## config.mk

```make
export PLATFORM = sky130hd
export DESIGN_NAME = logic_gate_unit
export DESIGN_NICKNAME = d
export VERILOG_FILES = /design/src/rtl/logic_gate_pkg.sv /design/src/rtl/logic_gate_core.sv /design/src/rtl/logic_gate_unit.sv
export SDC_FILE = /design/constraint.sdc
export NUM_CORES = 1
export LEC_CHECK = 0
export ABC_CLOCK_PERIOD_IN_PS = 2700
export CORE_ASPECT_RATIO = 0.5
export CORE_MARGIN = 2
export CORE_UTILIZATION = 51
export CTS_BUF_LIST = sky130_fd_sc_hd__clkbuf_8 sky130_fd_sc_hd__clkbuf_16
export CTS_CLUSTER_SIZE = 16
export DETAILED_ROUTE_END_ITERATION = 16
export PLACE_DENSITY = 0.81
export SYNTH_ARGS = -nofsm -noshare
export SYNTH_HDL_FRONTEND = slang
export SYNTH_SLANG_ARGS = --single-unit
```

## constraint.sdc

```tcl
create_clock -name clk -period 2.7 [get_ports clk]
set_clock_uncertainty 0.2 [all_clocks]
set_input_delay 0.54 -clock clk [delete_from_list [all_inputs] [get_ports clk]]
set_output_delay 0.54 -clock clk [all_outputs]
set_load 0.005 [all_outputs]
```

## src/rtl/logic_gate_pkg.sv

```systemverilog
// Shared types and constants for the registered bitwise gate unit and its truth-table sweep.
package logic_gate_pkg;

  typedef enum logic [2:0] {
    OP_AND  = 3'd0,
    OP_OR   = 3'd1,
    OP_NOT  = 3'd2,
    OP_NAND = 3'd3,
    OP_NOR  = 3'd4,
    OP_XOR  = 3'd5,
    OP_XNOR = 3'd6,
    OP_BUF  = 3'd7
  } op_e;

  typedef enum logic [1:0] {
    ST_IDLE  = 2'd0,
    ST_DRAIN = 2'd1,
    ST_SWEEP = 2'd2,
    ST_DONE  = 2'd3
  } state_e;

  localparam int SWEEP_LEN = 28;
  // Bit op*4+{a,b}; BUF (op 7) lies beyond the 28 swept entries.
  localparam logic [SWEEP_LEN-1:0] EXPECTED_TT = 28'h96173E8;

endpackage

```

## src/rtl/logic_gate_core.sv

```systemverilog
// Combinational WIDTH-bit bitwise gate; NOT and BUF pass/invert operand a only.
module logic_gate_core
  import logic_gate_pkg::*;
#(
  parameter int WIDTH = 8
) (
  input  logic [2:0]       i_op,
  input  logic [WIDTH-1:0] i_a,
  input  logic [WIDTH-1:0] i_b,
  output logic [WIDTH-1:0] o_y
);

  always_comb begin
    o_y = '0;
    case (op_e'(i_op))
      OP_AND:  o_y = i_a & i_b;
      OP_OR:   o_y = i_a | i_b;
      OP_NOT:  o_y = ~i_a;
      OP_NAND: o_y = ~(i_a & i_b);
      OP_NOR:  o_y = ~(i_a | i_b);
      OP_XOR:  o_y = i_a ^ i_b;
      OP_XNOR: o_y = ~(i_a ^ i_b);
      OP_BUF:  o_y = i_a;
      default: o_y = '0;
    endcase
  end

endmodule

```

## src/rtl/logic_gate_unit.sv

```systemverilog
// Registered bitwise gate with valid/ready handshake and a built-in truth-table sweep.
// state | meaning: IDLE accept operands | DRAIN wait for output empty | SWEEP walk 28 vectors | DONE one-cycle done pulse
module logic_gate_unit
  import logic_gate_pkg::*;
#(
  parameter int WIDTH = 8
) (
  input  logic                 clk,
  input  logic                 rst,
  input  logic                 in_valid,
  output logic                 in_ready,
  input  logic [WIDTH-1:0]     a,
  input  logic [WIDTH-1:0]     b,
  input  logic [2:0]           op,
  output logic                 out_valid,
  input  logic                 out_ready,
  output logic [WIDTH-1:0]     y,
  input  logic                 sweep_start,
  output logic                 sweep_busy,
  output logic                 sweep_done,
  output logic [SWEEP_LEN-1:0] sweep_tt,
  output logic                 sweep_err
);

  localparam logic [4:0] LAST_IDX = 5'(SWEEP_LEN - 1);

  state_e               r_state;
  state_e               w_state_nxt;
  logic                 r_out_valid;
  logic [WIDTH-1:0]     r_y;
  logic [4:0]           r_cnt;
  logic [SWEEP_LEN-1:0] r_tt;
  logic                 r_err;

  logic                 w_xfer;
  logic [WIDTH-1:0]     w_dp_y;
  logic [WIDTH-1:0]     w_sw_a;
  logic [WIDTH-1:0]     w_sw_b;
  logic [WIDTH-1:0]     w_sw_y;
  logic                 w_sw_nonuniform;

  assign in_ready = !rst && (r_state == ST_IDLE) && (!r_out_valid || out_ready);
  assign w_xfer   = in_valid && in_ready;

  logic_gate_core #(.WIDTH(WIDTH)) u_core_dp (
    .i_op (op),
    .i_a  (a),
    .i_b  (b),
    .o_y  (w_dp_y)
  );

  assign w_sw_a = {WIDTH{r_cnt[1]}};
  assign w_sw_b = {WIDTH{r_cnt[0]}};

  logic_gate_core #(.WIDTH(WIDTH)) u_core_sweep (
    .i_op (r_cnt[4:2]),
    .i_a  (w_sw_a),
    .i_b  (w_sw_b),
    .o_y  (w_sw_y)
  );

  // Any bit disagreeing with the others means a lane is broken.
  assign w_sw_nonuniform = (w_sw_y != '0) && (w_sw_y != '1);

  always_ff @(posedge clk) begin
    if (rst) begin
      r_out_valid <= 1'b0;
      r_y         <= '0;
    end else if (w_xfer) begin
      r_out_valid <= 1'b1;
      r_y         <= w_dp_y;
    end else if (out_ready) begin
      r_out_valid <= 1'b0;
    end
  end

  always_ff @(posedge clk) begin
    if (rst) r_state <= ST_IDLE;
    else     r_state <= w_state_nxt;
  end

  always_comb begin
    w_state_nxt = r_state;
    case (r_state)
      ST_IDLE: begin
        // An operand accepted alongside the start must drain before sweeping.
        if (sweep_start) w_state_nxt = (r_out_valid || w_xfer) ? ST_DRAIN : ST_SWEEP;
      end
      ST_DRAIN: if (!r_out_valid) w_state_nxt = ST_SWEEP;
      ST_SWEEP: if (r_cnt == LAST_IDX) w_state_nxt = ST_DONE;
      ST_DONE:  w_state_nxt = ST_IDLE;
      default:  w_state_nxt = ST_IDLE;
    endcase
  end

  always_ff @(posedge clk) begin
    if (rst) begin
      r_cnt <= '0;
      r_tt  <= '0;
      r_err <= 1'b0;
    end else begin
      case (r_state)
        ST_IDLE: begin
          if (sweep_start) begin
            r_tt  <= '0;
            r_err <= 1'b0;
          end
        end
        ST_SWEEP: begin
          r_tt[r_cnt] <= w_sw_y[0];
          r_err       <= r_err | w_sw_nonuniform;
          r_cnt       <= (r_cnt == LAST_IDX) ? 5'd0 : r_cnt + 5'd1;
        end
        default: ;
      endcase
    end
  end

  assign out_valid  = r_out_valid;
  assign y          = r_y;
  assign sweep_busy = (r_state == ST_DRAIN) || (r_state == ST_SWEEP);
  assign sweep_done = (r_state == ST_DONE);
  assign sweep_tt   = r_tt;
  assign sweep_err  = r_err;

endmodule

```

Word-level counts from Yosys, hierarchy flattened
Cells that the tools add are included.
{"block": "op_classes", "bitwise_logic": 15, "eq_ne": 22, "mux": 17, "div": 0, "mul": 0, "n_reduce_logical": 18, "shift": 0, "n_lt_le_gt_ge": 2, "addsub": 1}
{"operator": "one-hot mux 8 bit (8 select lines)", "count": 2}
{"operator": "NOT 8 bit", "count": 8}
{"operator": "one-hot mux 28 bit (2 select lines)", "count": 1}
{"operator": "bitwise mux 28 bit", "count": 1}
{"operator": "2-to-1 mux 28 bit", "count": 1}
{"operator": "equality test 3 bit, second input constant", "count": 8}
{"operator": "AND 8 bit", "count": 2}
{"operator": "OR 8 bit", "count": 2}
{"operator": "bitwise XOR 8 bit", "count": 2}
{"operator": "equality test 3 x 2 -> 1 bit, second input constant", "count": 4}
{"operator": "2-to-1 mux 2 bit", "count": 4}
{"operator": "!= test 8 bit, second input constant", "count": 1}
{"operator": "one-hot mux 2 bit (4 select lines)", "count": 1}
{"operator": "nonzero test 8 bit", "count": 1}
{"operator": "equality test 3 x 1 -> 1 bit, second input constant", "count": 2}
{"operator": "zero test 3 bit", "count": 2}
{"operator": "< comparator 5 x 6 -> 1 bit, second input constant", "count": 1}
{"operator": "!= test 2 bit, second input constant", "count": 3}
{"operator": "adder 5 x 1 -> 5 bit, second input constant", "count": 1}
{"operator": "demux 1 bit (select 5 bit)", "count": 1}
{"operator": "equality test 5 bit, second input constant", "count": 1}
{"operator": "greater-or-equal comparator 5 x 1 -> 1 bit, second input constant", "count": 1}
{"operator": "logical AND 1 bit", "count": 5}
{"operator": "2-to-1 mux 5 bit", "count": 1}
{"operator": "other kinds (11)", "count": 19}
{"block": "word_totals", "latch_bits": 0, "word_cells": 81, "memories": 0, "inputBits": 24, "rom_bits": 0, "register_bits": 45, "mem_bits_rw": 0, "out_inout_bits": 41}

Longest topological paths before layout
Gate-level depths: netlist of run 1.
{"block": "logic_depth", "word_depth": 8, "mapped_depth": 8, "ltp_nobuf": 6}

Modules after synthesis
A second synthesis of run 1 with hierarchy kept.
{"block": "hier_totals", "hier_cells": 492, "area_unflattened_um2": 4146.5}
{"module": "logic_gate_unit", "area_per_inst_um2": 2323.5, "cells_each": 247, "seq_area_each_um2": 900.9, "n_inst": 1}
{"module": "logic_gate_core at u_core_dp", "area_per_inst_um2": 914.6, "cells_each": 121, "seq_area_each_um2": 0.0, "n_inst": 1}
{"module": "logic_gate_core at u_core_sweep", "area_per_inst_um2": 908.4, "cells_each": 124, "seq_area_each_um2": 0.0, "n_inst": 1}

Least setup slack after synthesis of run 1
Ideal clock, no wire load.
{"block": "synth_path", "kind": "reg2reg", "from": "register r_state[0]", "to": "register r_tt[18], in the netlist sweep_tt[18]", "required_time_ps": 2430, "setup_time_ps": 70, "t_arrival_ps": 1720, "synth_period_minus_slack_ps": 1990, "path_buffers": 2, "path_stages_with_launch": 9, "setup_slack_ps": 710, "cell_sequence": "dfxtp_1 -> inv_1 -> ha_1 -> buf_6 -> mux2_4 -> buf_8 -> nand2_4 -> or4_1 -> a21oi_1"}
{"block": "synth_between", "elab_chain_len": 3, "word_cells_on_any_way": 6, "classes_between": "eq/ne: 2; mux: 1; reduce/logical: 3"}
{"item": "start: declaration", "line": "logic_gate_unit.sv:27", "text": "state_e r_state;"}
{"item": "start signal: assignment", "line": "logic_gate_unit.sv:79", "text": "else r_state <= w_state_nxt;"}
{"item": "equality test 2 bit / zero test 2 bit (equally long branches)", "line": "logic_gate_unit.sv:102", "text": "case (r_state)"}
{"item": "nonzero test 2 bit (no source line) / != test 2 bit (equally long branches)"}
{"item": "AND reduction 2 bit (no source line)"}
{"item": "end signal: indexed assignment", "line": "logic_gate_unit.sv:110", "text": "r_tt[r_cnt] <= w_sw_y[0];"}
{"item": "end: declaration", "line": "logic_gate_unit.sv:32", "text": "logic [SWEEP_LEN-1:0] r_tt;"}
Parallel ways exist; a longest one is shown, timed or not.
A chain may end at the register's enable or synchronous reset.

Final worst setup path of run 1
{"block": "layout_path", "from": "input out_ready", "to": "output in_ready"}
{"block": "layout_between", "elab_chain_len": 2}
{"item": "start: declaration", "line": "logic_gate_unit.sv:16", "text": "input logic out_ready,"}
{"item": "logical OR 1 bit", "line": "logic_gate_unit.sv:42", "text": "assign in_ready = !rst && (r_state == ST_IDLE) && (!r_out_valid || out_ready);"}
{"item": "logical AND 1 bit", "line": "logic_gate_unit.sv:42"}
{"item": "end: declaration", "line": "logic_gate_unit.sv:11", "text": "output logic in_ready,"}
No other way between the ends.

==> results.sh, run 1 <==
export IMPL_place_hpwl_um=5450
export IMPL_die_w_um=111
export IMPL_cp_required_ps=1960
export IMPL_synth_seq_cells=45
export IMPL_grt_usage_pct=24.4
export IMPL_path_max_fanout=3
export IMPL_htree_levels=2
export IMPL_wire_per_inst_um=15.2
export IMPL_status="finished, final reports clean"
export IMPL_start_util_pct=53.0
export IMPL_port_buffer_count=64
export IMPL_die_h_um=57.6
export IMPL_avgSynthCellArea_um2=8.10
export IMPL_crit_path_end_kind="primary output"
export IMPL_first_iter_violations=145
export IMPL_via_count=2915
export IMPL_period_minus_slack_ps=2500
export IMPL_ff_latch_area_um2=901
export IMPL_synth_cell_types=50
export IMPL_grt_start_max_net_pins=29
export IMPL_final_nets=467
export IMPL_clk_latency_ps=290
export IMPL_async_reset_ff_share_pct=0
export IMPL_maxSlewHeadroom_pct=50.5
export IMPL_worstHoldPathCells=2
export IMPL_grt_pass1_vias=2903
export IMPL_post_route_period_util_pct=92.6
export IMPL_drt_total_wl_um=7500
export IMPL_multiInputGateArea_mm2=0.00182
export IMPL_dpl_cell_area_mm2=0.00361
export IMPL_cts_buffers_inserted=5
export IMPL_core_area_mm2=0.00552
export IMPL_grt_first_pass_wirelength_um=13000
export IMPL_syn_to_final_growth_pct=28.6
export IMPL_fin_util_pct=68.2
export IMPL_clk_pin_slew_ps=60
export IMPL_p_total_mw=2.15
export IMPL_setup_slack_ps=200
export IMPL_netlist_area_mm2=0.00293
export IMPL_drive_above_1_share_pct=7.62
export IMPL_io_pins=65
export IMPL_syn_inst=361
export IMPL_rsz0062_at_grt="no"
export IMPL_final_setup_tns_ps=0
export IMPL_drv_slew=0
export IMPL_reg2reg_setup_slack_ps=450
export IMPL_reg2reg_to="r_state[0]"
export IMPL_peakVddDrop_mv=0.357
export IMPL_filler_cell_count=479
export IMPL_cts_buffer_depth=2
export IMPL_rows=19
export IMPL_crit_path_start_kind="input port"
export IMPL_worst_slew_pin_slew_ps=741
export IMPL_p_per_area_mw_per_mm2=573
export IMPL_hold_viol=0
export IMPL_drt_antenna_violating_nets=0
export IMPL_r2r_cells=5
export IMPL_place_ws_ps=186
export IMPL_setup_viol=0
export IMPL_die_area_mm2=0.00639
export IMPL_maxCapViolations=0
export IMPL_yosysWarningCount=0
export IMPL_max_freq_mhz=400
export IMPL_antenna_cells=0
export IMPL_place_congestion=0.833
export IMPL_drt_vias_per_instance=5.91
export IMPL_ctsHoldBuffers=0
export IMPL_reg2reg_from="r_cnt[1]"
export IMPL_antenna_found_initial=0
export IMPL_root_buffer="clkbuf_16"
export IMPL_crit_end="in_ready"
export IMPL_min_path_type="reg -> reg"
export IMPL_synth_edff_count=0
export IMPL_total_leakage_power_nw=1.43
export IMPL_synth_ff_type="dfxtp_1"
export IMPL_clkSinkCount=45
export IMPL_grt_overflow_total=0
export IMPL_cp_data_arrival_time_ps=1760
export IMPL_dr_pass1_iters=5
export IMPL_tritoncts="built"
export IMPL_startpoint="out_ready"
export IMPL_path_class="in -> out"
export IMPL_syn_num_nets=409
export IMPL_final_cell_area_mm2=0.00376
export IMPL_ys_seq_area_share_pct=30.8
export IMPL_drc=0
[cells by family (layout without fill, tap and decap cells)]
kind of cell | Yosys count | after routing | synth area share (%)
DFF | 45 | 45 | 30.8
muxes | 8 | 8 | 2.95
and+or+nand+nor | 132 | 132 | 25.7
xor gates and xnor gates | 1 | 1 | 0.299
buffers and inverters | 47 | 106 | 7.10
AOI/OAI and AO/OA | 104 | 104 | 22.9
adders and majority gates | 24 | 24 | 10.3
[timing repair]
action,in CTS,in global routing
setup buffers,0,0
resized for setup,0,1
endpoints found under the setup margin,0,1
[power by group]
part | internal (mW) | switching [mW] | leakage [nW]
Sequential | 0.713 | 0.0432 | 0.364
Clock | 0.340 | 0.260 | 0.0672
Combinational | 0.357 | 0.442 | 0.997
Total | 1.41 | 0.745 | 1.43
[registers in the layout (all words and copies together) (netlist names)]
signal / cells
r_cnt: 5
out_valid: 1
y: 8
sweep_err: 1
sweep_tt: 28
r_state: 2
[routing by layer]
metal  vias to the layer above  track usage [%]  share of wire, %
met1                      1392             29.2                43
met5                         -                0                 0
met4                         0             7.76               1.5
met3                        13             3.61               4.2
met2                        84             46.2                51
li1                       1426                -                 -
[placed cells by master (no fill, tap or decap), drive strengths merged, types with 5 or more instances in the layout]
master / n
mux2i: 6
nand3: 6
clkdlybuf4s50: 64
nand3b: 14
nor2b: 8
nor3: 8
ha: 24
o31ai: 7
inv: 25
o221ai: 5
nand4: 15
clkbuf: 5
dfxtp: 45
and2: 6
a21oi: 32
a211oi: 7
nand2b: 16
buf: 10
o21ai: 26
nor2: 26
a31o: 6
nand2: 18
[cell usage after synthesis (all sizes together) (4+ instances only)]
cell type | number | area [um2]
and2 | 6 | 37.5
nor2b | 8 | 50.1
nand4 | 15 | 93.8
nand2 | 18 | 82.6
buf | 11 | 72.6
nor3 | 8 | 40.0
a31o | 6 | 52.6
o31ai | 7 | 52.6
clkbuf | 12 | 45.0
o221ai | 5 | 43.8
or3 | 4 | 25.0
o211ai | 4 | 30.0
a21oi | 32 | 160
nand3 | 6 | 30.0
dfxtp | 45 | 901
a211oi | 7 | 52.6
mux2i | 6 | 60.1
nand3b | 14 | 105
o21ai | 26 | 130
inv | 24 | 90.1
nand2b | 16 | 100
nor2 | 26 | 97.6
ha | 24 | 300
[critical path, stage by stage]
cell and delay (ps):
clkdlybuf4s50_1 450, nor2b_1 60, nor3b_1 180, clkdlybuf4s50_1 530
[per-stage QoR]
step / hold WS (ps) / cells
after floorplan: 225 / 361
after global placement: 216 / 485
after detailed placement: 223 / 485
after CTS: 229 / 493
after global routing: 254 / 493
final: 228 / 493
[layout make-up]
cell class              instances  share of cell area (%)
well taps                      73                    2.43
inverters                      24                    2.40
clock inverters                 3                   0.499
repair buffers                 74                    19.0
flip-flops and latches         45                    24.0
multi-input cells             269                    48.4
clock buffers                   5                    3.33
[worst min-delay path by stage]
stage	startpoint	to	slack (ps)
after floorplan	sweep_err	sweep_err	220
after global routing	sweep_err	sweep_err	250
after global placement	sweep_err	sweep_err	220
after detailed placement	sweep_err	sweep_err	220
after CTS	sweep_err	sweep_err	230
final	sweep_err	sweep_err	230
Note: power is estimated with default switching activity, not from simulation.
==> run 2: changes to the inputs <==
- ABC_CLOCK_PERIOD_IN_PS: 2700 -> 2820
- clock period: 2.7 -> 2.82 ns (I/O delays scaled with it)
==> run 2 against run 1 <==
Via count decreased by 0.79%. Non-clock buffer count increased by 2. Cell count increased by 0.41%. Combinational power decreased by 5.5%. Sequential cell count unchanged. Clock power decreased by 2%. Core utilization increased by 0.27 points. Design area increased by 0.40%. Critical path type is now reg -> out. Largest cell class unchanged. Largest power group unchanged.
==> results.sh, run 2 (same netlist as run 1, synthesis figures left out) <==
export IMPL_maxSlewHeadroom_pct=50.0
export IMPL_final_cells=495
export IMPL_reg2reg_setup_slack_ps=590
export IMPL_die_h_um=57.6
export IMPL_startpoint="r_state[0]"
export IMPL_layout_cells_most_common="clkdlybuf4s50_1"
export IMPL_via_count=2892
export IMPL_syn_to_final_growth_pct=29.1
export IMPL_rows=19
export IMPL_clk_latency_ps=280
export IMPL_path_max_fanout=10
export IMPL_mostFrequentLayoutCells="clkdlybuf4s50_1 (64), dfxtp_1 (45), a21oi_1 (32)"
export IMPL_post_route_period_util_pct=93.3
export IMPL_first_iter_violations=134
export IMPL_cts_buffers_inserted=5
export IMPL_period_minus_slack_ps=2630
export IMPL_whs_ps=236
export IMPL_htree_levels=2
export IMPL_path_class="reg -> out"
export IMPL_dpl_cell_count=487
export IMPL_total_leakage_power_nw=1.44
export IMPL_cp_data_arrival_time_ps=1870
export IMPL_grt_first_pass_wirelength_um=12400
export IMPL_drt_total_wl_um=7280
export IMPL_core_area_mm2=0.00552
export IMPL_die_area_mm2=0.00639
export IMPL_wire_per_inst_um=14.7
export IMPL_grt_overflow_total=0
export IMPL_filler_cell_count=469
export IMPL_hold_viol=0
export IMPL_die_w_um=111
export IMPL_final_setup_tns_ps=0
export IMPL_r2r_cells=6
export IMPL_peakVddDrop_mv=0.266
export IMPL_port_buffer_count=64
export IMPL_rsz0062_at_grt="no"
export IMPL_reg2reg_from="r_state[0]"
export IMPL_drt_vias_per_instance=5.84
export IMPL_ctsHoldBuffers=0
export IMPL_worst_slew_pin_slew_ps=749
export IMPL_fin_util_pct=68.5
export IMPL_drv_slew=0
export IMPL_drc=0
export IMPL_p_per_area_mw_per_mm2=547
export IMPL_place_hpwl_um=5320
export IMPL_largest_reg_flops=28
export IMPL_grt_usage_pct=23.5
export IMPL_clk_pin_slew_ps=60
export IMPL_crit_path_start_kind="flip-flop"
export IMPL_place_congestion=0.852
export IMPL_grt_start_max_net_pins=29
export IMPL_reg2reg_to="sweep_tt[19]"
export IMPL_crit_end="in_ready"
export IMPL_max_freq_mhz=380
export IMPL_cts_setup_buffers=0
export IMPL_drt_antenna_violating_nets=0
export IMPL_dpl_cell_area_mm2=0.00363
export IMPL_clkSinkCount=45
export IMPL_cts_buffer_depth=2
export IMPL_root_buffer="clkbuf_16"
export IMPL_tritoncts="built"
export IMPL_final_cell_area_mm2=0.00378
export IMPL_drive_above_1_share_pct=8.06
export IMPL_crit_path_end_kind="primary output"
export IMPL_grt_pass1_vias=2748
export IMPL_status="finished, final reports clean"
export IMPL_setup_viol=0
export IMPL_antenna_found_initial=0
export IMPL_io_pins=65
export IMPL_cts_resized=0
export IMPL_dr_pass1_iters=5
export IMPL_final_nets=469
export IMPL_maxCapViolations=0
export IMPL_cp_required_ps=2060
export IMPL_antenna_cells=0
export IMPL_start_util_pct=53.0
export IMPL_min_path_type="reg -> reg"
## run 2: cell count changes in the layout (fill, tap and decap cells not counted), sizes merged
cell      before  now
clkinvlp       2    1
buf           10   12
clkinv         0    1
## run 2: area by class of cell
type | instances | area [um2] | area share, %
clock buffer | 5 | 125 | 3.31
clock inverter | 3 | 21.3 | 0.563
inverter | 24 | 90.1 | 2.39
multi-input combinational | 269 | 1820 | 48.1
sequential | 45 | 901 | 23.9
tap | 73 | 91.3 | 2.42
timing repair buffer | 76 | 731 | 19.4
## run 2: worst max-delay path, cell delays in order, from the launching register on
cell and delay [ps]:
dfxtp_1 340, inv_1 90, ha_1 380, nor3b_1 240
clkdlybuf4s50_1 540
## run 2: metrics by stage
| step | setup WS [ps] | total power, mW |
|---|---|---|
| floorplan | 830 | 1.24 |
| global placement | 289 | 1.45 |
| detailed placement | 244 | 1.48 |
| CTS | 187 | 2.07 |
| global route | 12.4 | 2.19 |
| finish | 189 | 2.06 |
## run 2: metal layers
layer | routed length, um | track usage [%]
met4 | 60 | 5.47
met3 | 412 | 4.99
met5 | 0 | 0
met2 | 3600 | 43.6
met1 | 3210 | 28.6
## run 2: how the worst min path moves through the flow
stage	start	endpoint	slack, ps	depth (start not counted)
global placement	sweep_err	sweep_err	220	2
detailed placement	sweep_err	sweep_err	230	2
CTS	sweep_err	sweep_err	240	2
floorplan	sweep_err	sweep_err	220	2
global route	sweep_err	sweep_err	270	2
finish	sweep_err	sweep_err	240	2
## run 2: power by group
group	switching (mW)	internal [mW]	total, mW
registers	0.0427	0.682	0.725
logic	0.415	0.339	0.754
clock network	0.255	0.330	0.585
